===== src/rtl/stall_sequencer.sv =====
// rtl/stall_sequencer.sv - global pipeline stall controller with staged downstream-first release
// Registered all-stage stall, watermark hysteresis, stall-cycle counter and stall watchdog.
module stall_sequencer #(
  parameter int NUM_STAGES = 4,
  parameter int CNT_W      = 4,
  parameter int HI_WM      = 12,
  parameter int LO_WM      = 4,
  parameter int MIN_STALL  = 2,
  parameter int MAX_STALL  = 255
) (
  input  logic                  clk,
  input  logic                  reset,
  input  logic                  enable,
  input  logic [NUM_STAGES-1:0] stage_full,
  input  logic [CNT_W-1:0]      buf_count,
  input  logic                  clr_err,
  output logic [NUM_STAGES-1:0] stall_vec,
  output logic                  stall_any,
  output logic [1:0]            state,
  output logic [15:0]           stall_cycles,
  output logic                  timeout_err
);

  typedef enum logic [1:0] {
    RUN    = 2'b00,
    STALL  = 2'b01,
    RESUME = 2'b10
  } state_t;

  localparam logic [CNT_W-1:0] HI_TH  = CNT_W'(HI_WM);
  localparam logic [CNT_W-1:0] LO_TH  = CNT_W'(LO_WM);
  localparam logic [15:0]      MIN_TH = 16'(MIN_STALL - 1);
  localparam logic [15:0]      MAX_TH = 16'(MAX_STALL);

  state_t                cur;
  logic [15:0]           stall_cnt;
  logic                  wd_done;
  logic                  press;
  logic                  calm;
  logic                  wd_fire;
  logic [NUM_STAGES-1:0] release_vec;
  logic                  found;

  assign press     = (|stage_full) || (buf_count >= HI_TH);
  assign calm      = (~|stage_full) && (buf_count <= LO_TH);
  assign stall_any = |stall_vec;
  assign state     = cur;

  // Watchdog fires once per STALL episode, so clr_err can clear it while the counter sits saturated.
  assign wd_fire = (cur == STALL) && (stall_cnt == MAX_TH) && !wd_done;

  always_comb begin
    release_vec = stall_vec;
    found       = 1'b0;
    for (int i = NUM_STAGES - 1; i >= 0; i--) begin
      if (!found && stall_vec[i]) begin
        release_vec[i] = 1'b0;
        found          = 1'b1;
      end
    end
  end

  always_ff @(posedge clk or posedge reset) begin
    if (reset) begin
      cur          <= RUN;
      stall_vec    <= '0;
      stall_cnt    <= '0;
      wd_done      <= 1'b0;
      stall_cycles <= '0;
      timeout_err  <= 1'b0;
    end else begin
      if (stall_any && (stall_cycles != 16'hFFFF))
        stall_cycles <= stall_cycles + 16'd1;

      if (wd_fire)
        timeout_err <= 1'b1;
      else if (clr_err)
        timeout_err <= 1'b0;

      if (!enable) begin
        cur       <= RUN;
        stall_vec <= '0;
        stall_cnt <= '0;
        wd_done   <= 1'b0;
      end else begin
        case (cur)
          RUN: begin
            stall_cnt <= '0;
            if (press) begin
              cur       <= STALL;
              stall_vec <= '1;
              wd_done   <= 1'b0;
            end
          end
          STALL: begin
            if ((stall_cnt >= MIN_TH) && calm) begin
              cur       <= RESUME;
              stall_vec <= release_vec;
              stall_cnt <= '0;
              wd_done   <= 1'b0;
            end else begin
              if (stall_cnt != MAX_TH)
                stall_cnt <= stall_cnt + 16'd1;
              if (wd_fire)
                wd_done <= 1'b1;
            end
          end
          RESUME: begin
            if (press) begin
              cur       <= STALL;
              stall_vec <= '1;
              stall_cnt <= '0;
              wd_done   <= 1'b0;
            end else begin
              stall_vec <= release_vec;
              if (release_vec == '0)
                cur <= RUN;
            end
          end
          default: begin
            cur       <= RUN;
            stall_vec <= '0;
            stall_cnt <= '0;
            wd_done   <= 1'b0;
          end
        endcase
      end
    end
  end

endmodule


===== config.mk =====
export PLATFORM = sky130hd
export DESIGN_NAME = stall_sequencer
export DESIGN_NICKNAME = d
export VERILOG_FILES = /design/src/rtl/stall_sequencer.sv
export SDC_FILE = /design/constraint.sdc
export NUM_CORES = 1
export LEC_CHECK = 0
export ABC_AREA = 1
export CAP_MARGIN = 10
export CORE_ASPECT_RATIO = 1.1
export CORE_UTILIZATION = 47
export CTS_BUF_LIST = sky130_fd_sc_hd__clkbuf_8
export DETAILED_ROUTE_END_ITERATION = 8
export PLACE_DENSITY = 0.7
export RECOVER_POWER = 50
export SYNTH_ARGS = -nofsm -noshare
export SYNTH_HDL_FRONTEND = slang
export SYNTH_SLANG_ARGS = --single-unit

===== constraint.sdc =====
create_clock -name clk -period 1.8 [get_ports clk]
set_input_delay 0.18 -clock clk [delete_from_list [all_inputs] [get_ports clk]]
set_output_delay 0.18 -clock clk [all_outputs]
set_load 0.005 [all_outputs]

After elaboration in Yosys (flattened, before gate mapping)
Index checks and enable logic that the tools add are counted. W data, S select, Z words.

Muxes and demuxes: 29. Reductions and logical operators: 24. Eq/ne operators: 12. $add $sub $neg: 2. Magnitude comparators: 3.

Operators by type and width (count): $mux W16 (4); $add A16 B1 Y16 const B (2); $pmux W16 S2 (1); $eq A16 B8 Y1 const B (1); $ge A16 B1 Y1 const B (1); $mux W4 (4); $ne A16 B16 Y1 const B (1); $ne A16 B8 Y1 const B (1); $mux W1 (12); $pmux W4 S3 (1); $mux W2 (5); $logic_and A1 B1 Y1 (8); $reduce_or A4 Y1 (2); $ne A3 B2 Y1 const B (2); $ne A3 B3 Y1 const B (2); $pmux W2 S3 (1); $reduce_and A2 Y1 (3); $logic_not A1 Y1 (5); $ge A4 B4 Y1 const B (1); $le A4 B3 Y1 const B (1); $logic_not A4 Y1 (1); $ne A4 B2 Y1 const B (1); $ne A4 B3 Y1 const B (1); $ne A4 B4 Y1 const B (1); other kinds (8) (8).

Output and inout port bits: 24. Input port bits: 12. Word-level logic and storage cells: 76. Register bits after elaboration: 40.

Logic depth before layout (Yosys ltp)
Gate-level depths: netlist of run 1.

Depth after elaboration: 15. Mapped depth: 13. Depth with buffers taken out: 13.

Least setup slack after synthesis of run 1
Ideal clock, no wire load.

Path kind: reg-to-reg. Start point: reg stall_cycles[0]. End point: reg stall_cycles[6]. Period minus slack after synthesis: 1.575 ns. Setup time: 0.117 ns. Path buffers: 1. Setup slack: 0.225 ns. Stages on the path, launching flop included: 11. Required time: 1.683 ns. Arrival time: 1.458 ns. Cells stage by stage: dfrtp_1 > ha_1 > nand3_1 > inv_1 > nand4_1 > nand2_1 > inv_2 > clkbuf_1 > nand2_1 > nand2_1 > nand2_1.

Cells in the longest elaborated chain, start to end: 2. Elaborated cells on any way between the ends: 3. Those cells by class: 1 x add/sub; 1 x eq/ne; 1 x reduce/logical.

Ends and longest elaborated chain: start: declaration (line 20) `output logic [15:0] stall_cycles,`; start signal: assignment (line 73) `stall_cycles <= stall_cycles + 16'd1;`; parallel branches: the longest is 2 deep, another holds $add A16 B1 Y16.

Parallel ways; which one is timed is not known. A chain may end at the register's enable or synchronous reset.

Worst setup path in the final report of run 1
Start point: reg stall_cnt[0]. End point: reg stall_cnt[5].

Cells in the longest elaborated chain, start to end: 5. Elaborated cells on any way between the ends: 10. Those cells by class: 1 x add/sub; 1 x order compare; 2 x eq/ne; 4 x mux; 2 x reduce/logical.

Ends and longest elaborated chain: start: declaration (line 36) `logic [15:0] stall_cnt;`; start signal: assignment (line 103) `stall_cnt <= stall_cnt + 16'd1;`; $add A16 B1 Y16 / $ge A16 B1 Y1 (equally long branches) (line 103, 96); $mux W16 / $logic_and A1 B1 Y1 (equally long branches) (line 102, 96); $mux W16 (line 96) `if ((stall_cnt >= MIN_TH) && calm) begin`; $pmux W16 S2 (line 86) `case (cur)`; $mux W16 (line 80) `if (!enable) begin`.

Parallel ways exist; a longest one is shown, timed or not. The select of a mux whose other input is x is not followed.

==> results.yml, run 1 <==
outcome:
  run_status: "finished clean"
worst_hold_path:
  holdPathStages: 2
  hold_end: "timeout_err"
  min_path_type: "primary input to flip-flop"
  hp-start: "clr_err"
clock_tree:
  clockBufferDepth: 2
  cts_tree: "done"
  insertion_delay_ps: 300
  cts_root_buf: "clkbuf_8"
  holdBufCountCts: 0
  htree_levels: 2
  cts_sinks: 40
  clk_pin_slew_worst_paths_ps: 80
  numCtsBuffers: 5
yosys:
  ys_top_cells_by_area: "dfrtp_1 (39%), nand2_1 (19%), nor2_1 (8.3%)"
  synthDistinctLibCells: 30
  synth-seq-cells: 40
  synth_common_cells: "nand2_1 (133), nor2_1 (57), dfrtp_1 (40), inv_1 (34), nand3_1 (32)"
  yosysWarnings: 0
  syn_inst: 384
  synth_top_cell_by_area: "dfrtp_1"
  synthFlopType: "dfrtp_1"
  yosysTopAreaCellShare_pct: 38.6
  netlist_area_um2: 2590
  async_flop_share_pct: 100
  seq_area_frac_synth_pct: 38.6
  yosysMostFrequentCell: "nand2_1"
  syn_nets: 400
  synth_edf_count: 0
  syn_area_per_cell_um2: 6.75
worst_setup_path:
  r2r-end: "stall_cnt[5]"
  worstPathRequired_ps: 2040
  worst_setup_path_end_kind: "flip-flop"
  cp-start-kind: "flip-flop"
  reg2reg_slack_ps: 90
  rr_startpoint: "stall_cnt[0]"
  crit_arrival_ps: 1950
  crit_type: "flip-flop to flip-flop"
  r2r_cells: 13
  worstPathMaxFanout: 5
final_layout:
  final_area_um2: 3210
  syn_to_final_growth_pct: 23.9
  final_net_count: 445
  fill_cells: 492
  drive_above_1_share_pct: 9.07
  fin_cells: 502
  diodes: 0
floorplanning:
  core_um2: 5170
  die_w_um: 72.8
  ios: 36
  dieArea_um2: 5810
  initial_core_util_pct: 50.1
  row_count: 27
  fp.dieH_um: 79.9
detailed_routing:
  finalWirelength_um: 6080
  final_antenna_net_count: 0
  viasPerCell: 5.06
  num_vias: 2540
  routedWlPerCell_um: 12.1
  drc: 0
  drt_iter0_markers: 91
  first_pass_iters: 4
placed_design:
  dp_cells: 492
  hpwl_um: 4440
  placed_area_um2: 3050
  portBuffers: 35
  place_congestion: 0.892
grt:
  grt_usage_pct: 23.1
  grt_pass1_vias: 2376
  grt_overflow: 0
  grt_first_pass_wirelength_um: 10500
  antenna_found_initial: 0
  grt_max_degree: 41
sta:
  finalCritPeriodShare_pct: 95.1
  hold_viol: 0
  tns_ps: 0
  relSlewSlack_pct: 31.9
  drv_slew: 0
  tightest_slew_ps: 1020
  period_minus_slack_ps: 1710
  setup_viol: 0
  fmax_ghz: 0.584
  fin_skew_ps: 5.84
power:
  vdd_drop_max_mv: 0.575
  power.leakage_uw: 0.00152
  power.density_nw_per_um2: 922
job:
  max-cap-violations: 0
layout make-up:
class,count,area [µm²],share of cell area (%)
Clock inverter,3,42.5,1.32
Inverter,39,150,4.67
Clock buffer,5,68.8,2.14
Tap cell,72,90.1,2.80
Timing Repair Buffer,43,408,12.7
Sequential cell,40,1000,31.2
Multi-Input combinational cell,300,1450,45.2
report_power, final:
group,switching [µW],internal (µW),leakage (µW)
Combinational,552,455,0.000921
Sequential,167,1030,0.000540
Clock,343,411,0.0000541
registers in the layout, summed over array words and instances (netlist names):
name / count
stall_cnt: 16
stall_cycles: 16
stall_vec: 4
state: 2
timeout_err: 1
wd_done: 1
logic make-up (layout without fill, tap and decap cells):
group | after synthesis | in the layout | synth area share (%)
AOI/OAI and AO/OA | 26 | 26 | 5.65
xor gates and xnor gates | 13 | 13 | 4.39
adders and majority gates | 4 | 4 | 1.93
buffers and inverters | 45 | 90 | 6.90
DFF | 40 | 40 | 38.6
and+or+nand+nor | 256 | 257 | 42.5
stage by stage:
| stage | worst slack, ps | power [µW] | hold slack (ps) | util (%) |
|---|---|---|---|---|
| 2_1_floorplan | 225 | 1770 | 289 | - |
| 3_3_place_gp | 89.5 | 2230 | 447 | 59.1 |
| 3_5_place_dp | 43.8 | 2250 | 455 | 59.1 |
| 4_1_cts | 0.814 | 3000 | 337 | 61.2 |
| 5_1_grt | -50.2 | 3190 | 456 | 62.1 |
| 6_report | 88.4 | 2960 | 448 | 62.1 |
how the worst max path moves through the flow:
stage	startpoint	to	slack [ps]	depth (start not counted)
3_3_place_gp	stall_cnt[0]	stall_cnt[7]	90	12
6_report	stall_cnt[0]	stall_cnt[5]	90	13
3_5_place_dp	stall_cnt[0]	stall_cnt[7]	40	12
2_1_floorplan	stall_cycles[0]	stall_cycles[6]	230	10
5_1_grt	stall_cnt[1]	stall_cnt[5]	-50	13
4_1_cts	stall_cnt[0]	stall_cnt[7]	0.8	12
worst max-delay path, cell delays in order (launching register included):
cell and delay, ps:
dfrtp_1 450, inv_2 80, ha_1 130, inv_1 30, nor2_1 80, nand2_1 50, nor2_1 110, nand2_1 100
nand2_4 100, buf_4 140, nand3_1 90, nor2_1 160, nand2_1 70, nand2_1 50
layout by cell type (no fill, tap or decap):
master and count:
o21ai_0 7, o21ai_1 7, bufinv_16 1, inv_2 4
o211ai_1 1, o21a_1 1, o22ai_1 1, o21bai_1 4
a21oi_1 5, nand2_2 5, nand3b_1 4, or2_2 2
inv_1 33, nor2_2 4, clkinv_2 2, nand2_4 2
nand2_8 1, clkdlybuf4s50_1 23, clkinvlp_4 1, nor3_1 6
dlygate4sd3_1 12, nand3_1 32, nor2_4 1, xor2_1 6
buf_4 7, nand4_1 11, ha_1 4, nor3_2 1
nand2_1 131, nand3_4 1, nor2_1 56, xnor2_1 7
dfrtp_1 40, clkbuf_2 1, clkbuf_8 5, inv_4 1
per-layer routing:
metal	share of wire [%]	up-vias	global-route usage, %	wire, µm
met5	0	-	0	0
met4	1.1	0	6.47	65
met3	2.6	5	3.66	161
met2	52	43	42.5	3170
met1	44	1176	27.3	2680
li1	-	1316	-	-
repair_timing:
item | in CTS | in global routing
setup endpoints to repair | 0 | 23
setup buffers | 0 | 1
gates resized for setup | 0 | 9
(Power assumes the default switching activity.)
==> run 2, diff against run 1 <==
Settings changed: CORE_ASPECT_RATIO 1.1 to default.
==> run 2 against run 1 <==
  * Wire length up 5.2%
  * Total power down 1.7%
  * Clock power down 15%
  * First-iteration DRC count up 96%
  * Register-to-register slack worse by 60 ps
  * Critical path type unchanged
  * Critical endpoint is now stall_cnt[11]
==> results.yml, run 2 (same netlist as run 1, synthesis figures left out) <==
worst_setup_path:
  worstPathRequired_ps: 2030
  crit_arrival_ps: 2000
  rr_startpoint: "stall_cnt[0]"
  crit_start: "stall_cnt[0]"
  crit_type: "flip-flop to flip-flop"
  worstPathMaxFanout: 8
  r2r_cells: 13
  reg2reg_slack_ps: 30
  worst_setup_path_end_kind: "flip-flop"
  cp-start-kind: "flip-flop"
grt:
  grt_overflow: 0
  antenna_found_initial: 0
  grt_pass1_vias: 2246
  grt_max_degree: 41
  grt_usage_pct: 22.3
  grt_first_pass_wirelength_um: 10400
detailed_routing:
  drt_iter0_markers: 178
  final_antenna_net_count: 0
  num_vias: 2631
  first_pass_iters: 4
  drc: 0
  routedWlPerCell_um: 12.5
  finalWirelength_um: 6400
  viasPerCell: 5.16
worst_hold_path:
  holdPathStages: 1
  hp-start: "wd_done"
  min_path_type: "flip-flop to flip-flop"
job:
  max-cap-violations: 0
power:
  power.leakage_uw: 0.00156
  combPwrFrac_pct: 37.1
  seq_power_share_pct: 40.8
  clkPwrFrac_pct: 22.1
  p_int_uw: 1830
  swShare_pct: 37.0
  vdd_drop_max_mv: 0.699
  power.switching_uw: 1080
  power.density_nw_per_um2: 885
  total_power_uw: 2910
clock_tree:
  insertion_delay_ps: 300
  cts_sinks: 40
  numCtsBuffers: 5
  htree_levels: 2
  holdBufCountCts: 0
  clockBufferDepth: 2
  cts_tree: "done"
  cts_root_buf: "clkbuf_8"
  clk_pin_slew_worst_paths_ps: 80
sta:
  finalCritPeriodShare_pct: 98.2
  setup_slack_ps: 33.3
  setup_viol: 0
  hold_viol: 0
  drv_slew: 0
  fin_skew_ps: 9.45
  fmax_ghz: 0.566
  period_minus_slack_ps: 1770
  tightest_slew_ps: 998
  relSlewSlack_pct: 33.4
final_layout:
  final_common_cell: "nand2_1"
  drive_above_1_share_pct: 12.7
  final_net_count: 455
  top_regs: "stall_cnt (16), stall_cycles (16), stall_vec (4)"
  diodes: 0
  layout_common_cells: "nand2_1 (130), nor2_1 (55), dfrtp_1 (39)"
  syn_to_final_growth_pct: 26.9
floorplanning:
  dieArea_um2: 5810
  row_count: 26
  core_um2: 5200
  initial_core_util_pct: 49.8
  ios: 36
  fp.dieH_um: 76.3
  die_w_um: 76.3
placed_design:
  hpwl_um: 4620
  pre_cts_ws_ps: 74.1
  portBuffers: 35
  place_congestion: 0.855
outcome:
  run_status: "finished clean"
-- run 2: path summary, 6_finish.rpt --
kind / to
worst max-delay path: stall_cnt[11]
worst min-delay path: timeout_err
worst max register to register: stall_cnt[11]
worst min register to register: timeout_err
max in group asynchronous: stall_cnt[0]
min in group asynchronous: stall_vec[3]
-- run 2: layer usage --
layer	up-vias	track usage, %	share of wire (%)
met5	-	0	0
met4	0	7.50	0.61
met3	2	2.51	4.2
met2	60	35.3	47
met1	1238	31.7	48
li1	1331	-	-
-- run 2: through the flow --
| step | setup TNS (ps) | utilization [%] | cell area [µm²] | hold WS [ps] | instances |
|---|---|---|---|---|---|
| finish | 0 | 63.2 | 3290 | 463 | 510 |
| global route | -629 | 63.2 | 3290 | 483 | 510 |
| CTS | 0 | 61.1 | 3180 | 327 | 502 |
| detailed placement | 0 | 59.2 | 3080 | 452 | 494 |
| global placement | 0 | 59.2 | 3080 | 445 | 494 |
| floorplan | 0 | - | 2590 | 289 | 384 |
-- run 2: what timing repair did --
item,4_1_cts,5_1_grt
buffers inserted,0,7
setup endpoints to repair,0,18
endpoints found under the hold margin,0,0
resized for setup,0,17
-- run 2: layout make-up --
type | instances | area, µm²
Multi-Input combinational cell | 300 | 1460
Timing Repair Buffer | 53 | 490
Clock buffer | 6 | 82.6
Sequential cell | 40 | 1000
Clock inverter | 2 | 15.0
Tap cell | 70 | 87.6
Inverter | 39 | 148
Fill cell | 498 | 1920
-- run 2: worst max-delay path, cell delays in order (launching register included) --
cell     delay (ps)
dfrtp_2         450
inv_2            70
ha_2            160
inv_2            30
nor2_2           60
nand2_1          60
nor2_1          130
nand2_1         100
nand2_4         120
nand3_4         130
nand2_8         120
buf_8           140
nand2_1          50
nand2_1          70
-- run 2: power by group through the flow --
stage | sequential (µW) | clock (µW) | combinational [µW]
after floorplan | 1190 | 0 | 577
after global placement | 1200 | 0 | 1050
after detailed placement | 1200 | 0 | 1070
after CTS | 1190 | 663 | 1080
after global routing | 1210 | 696 | 1210
final | 1190 | 643 | 1080
==> run 3, diff against run 2 <==
Settings changed: SKIP_CTS_REPAIR_TIMING from default to 1.
==> results of run 3 <==
No change in the layout: final DEF, timing and power equal those of run 2.
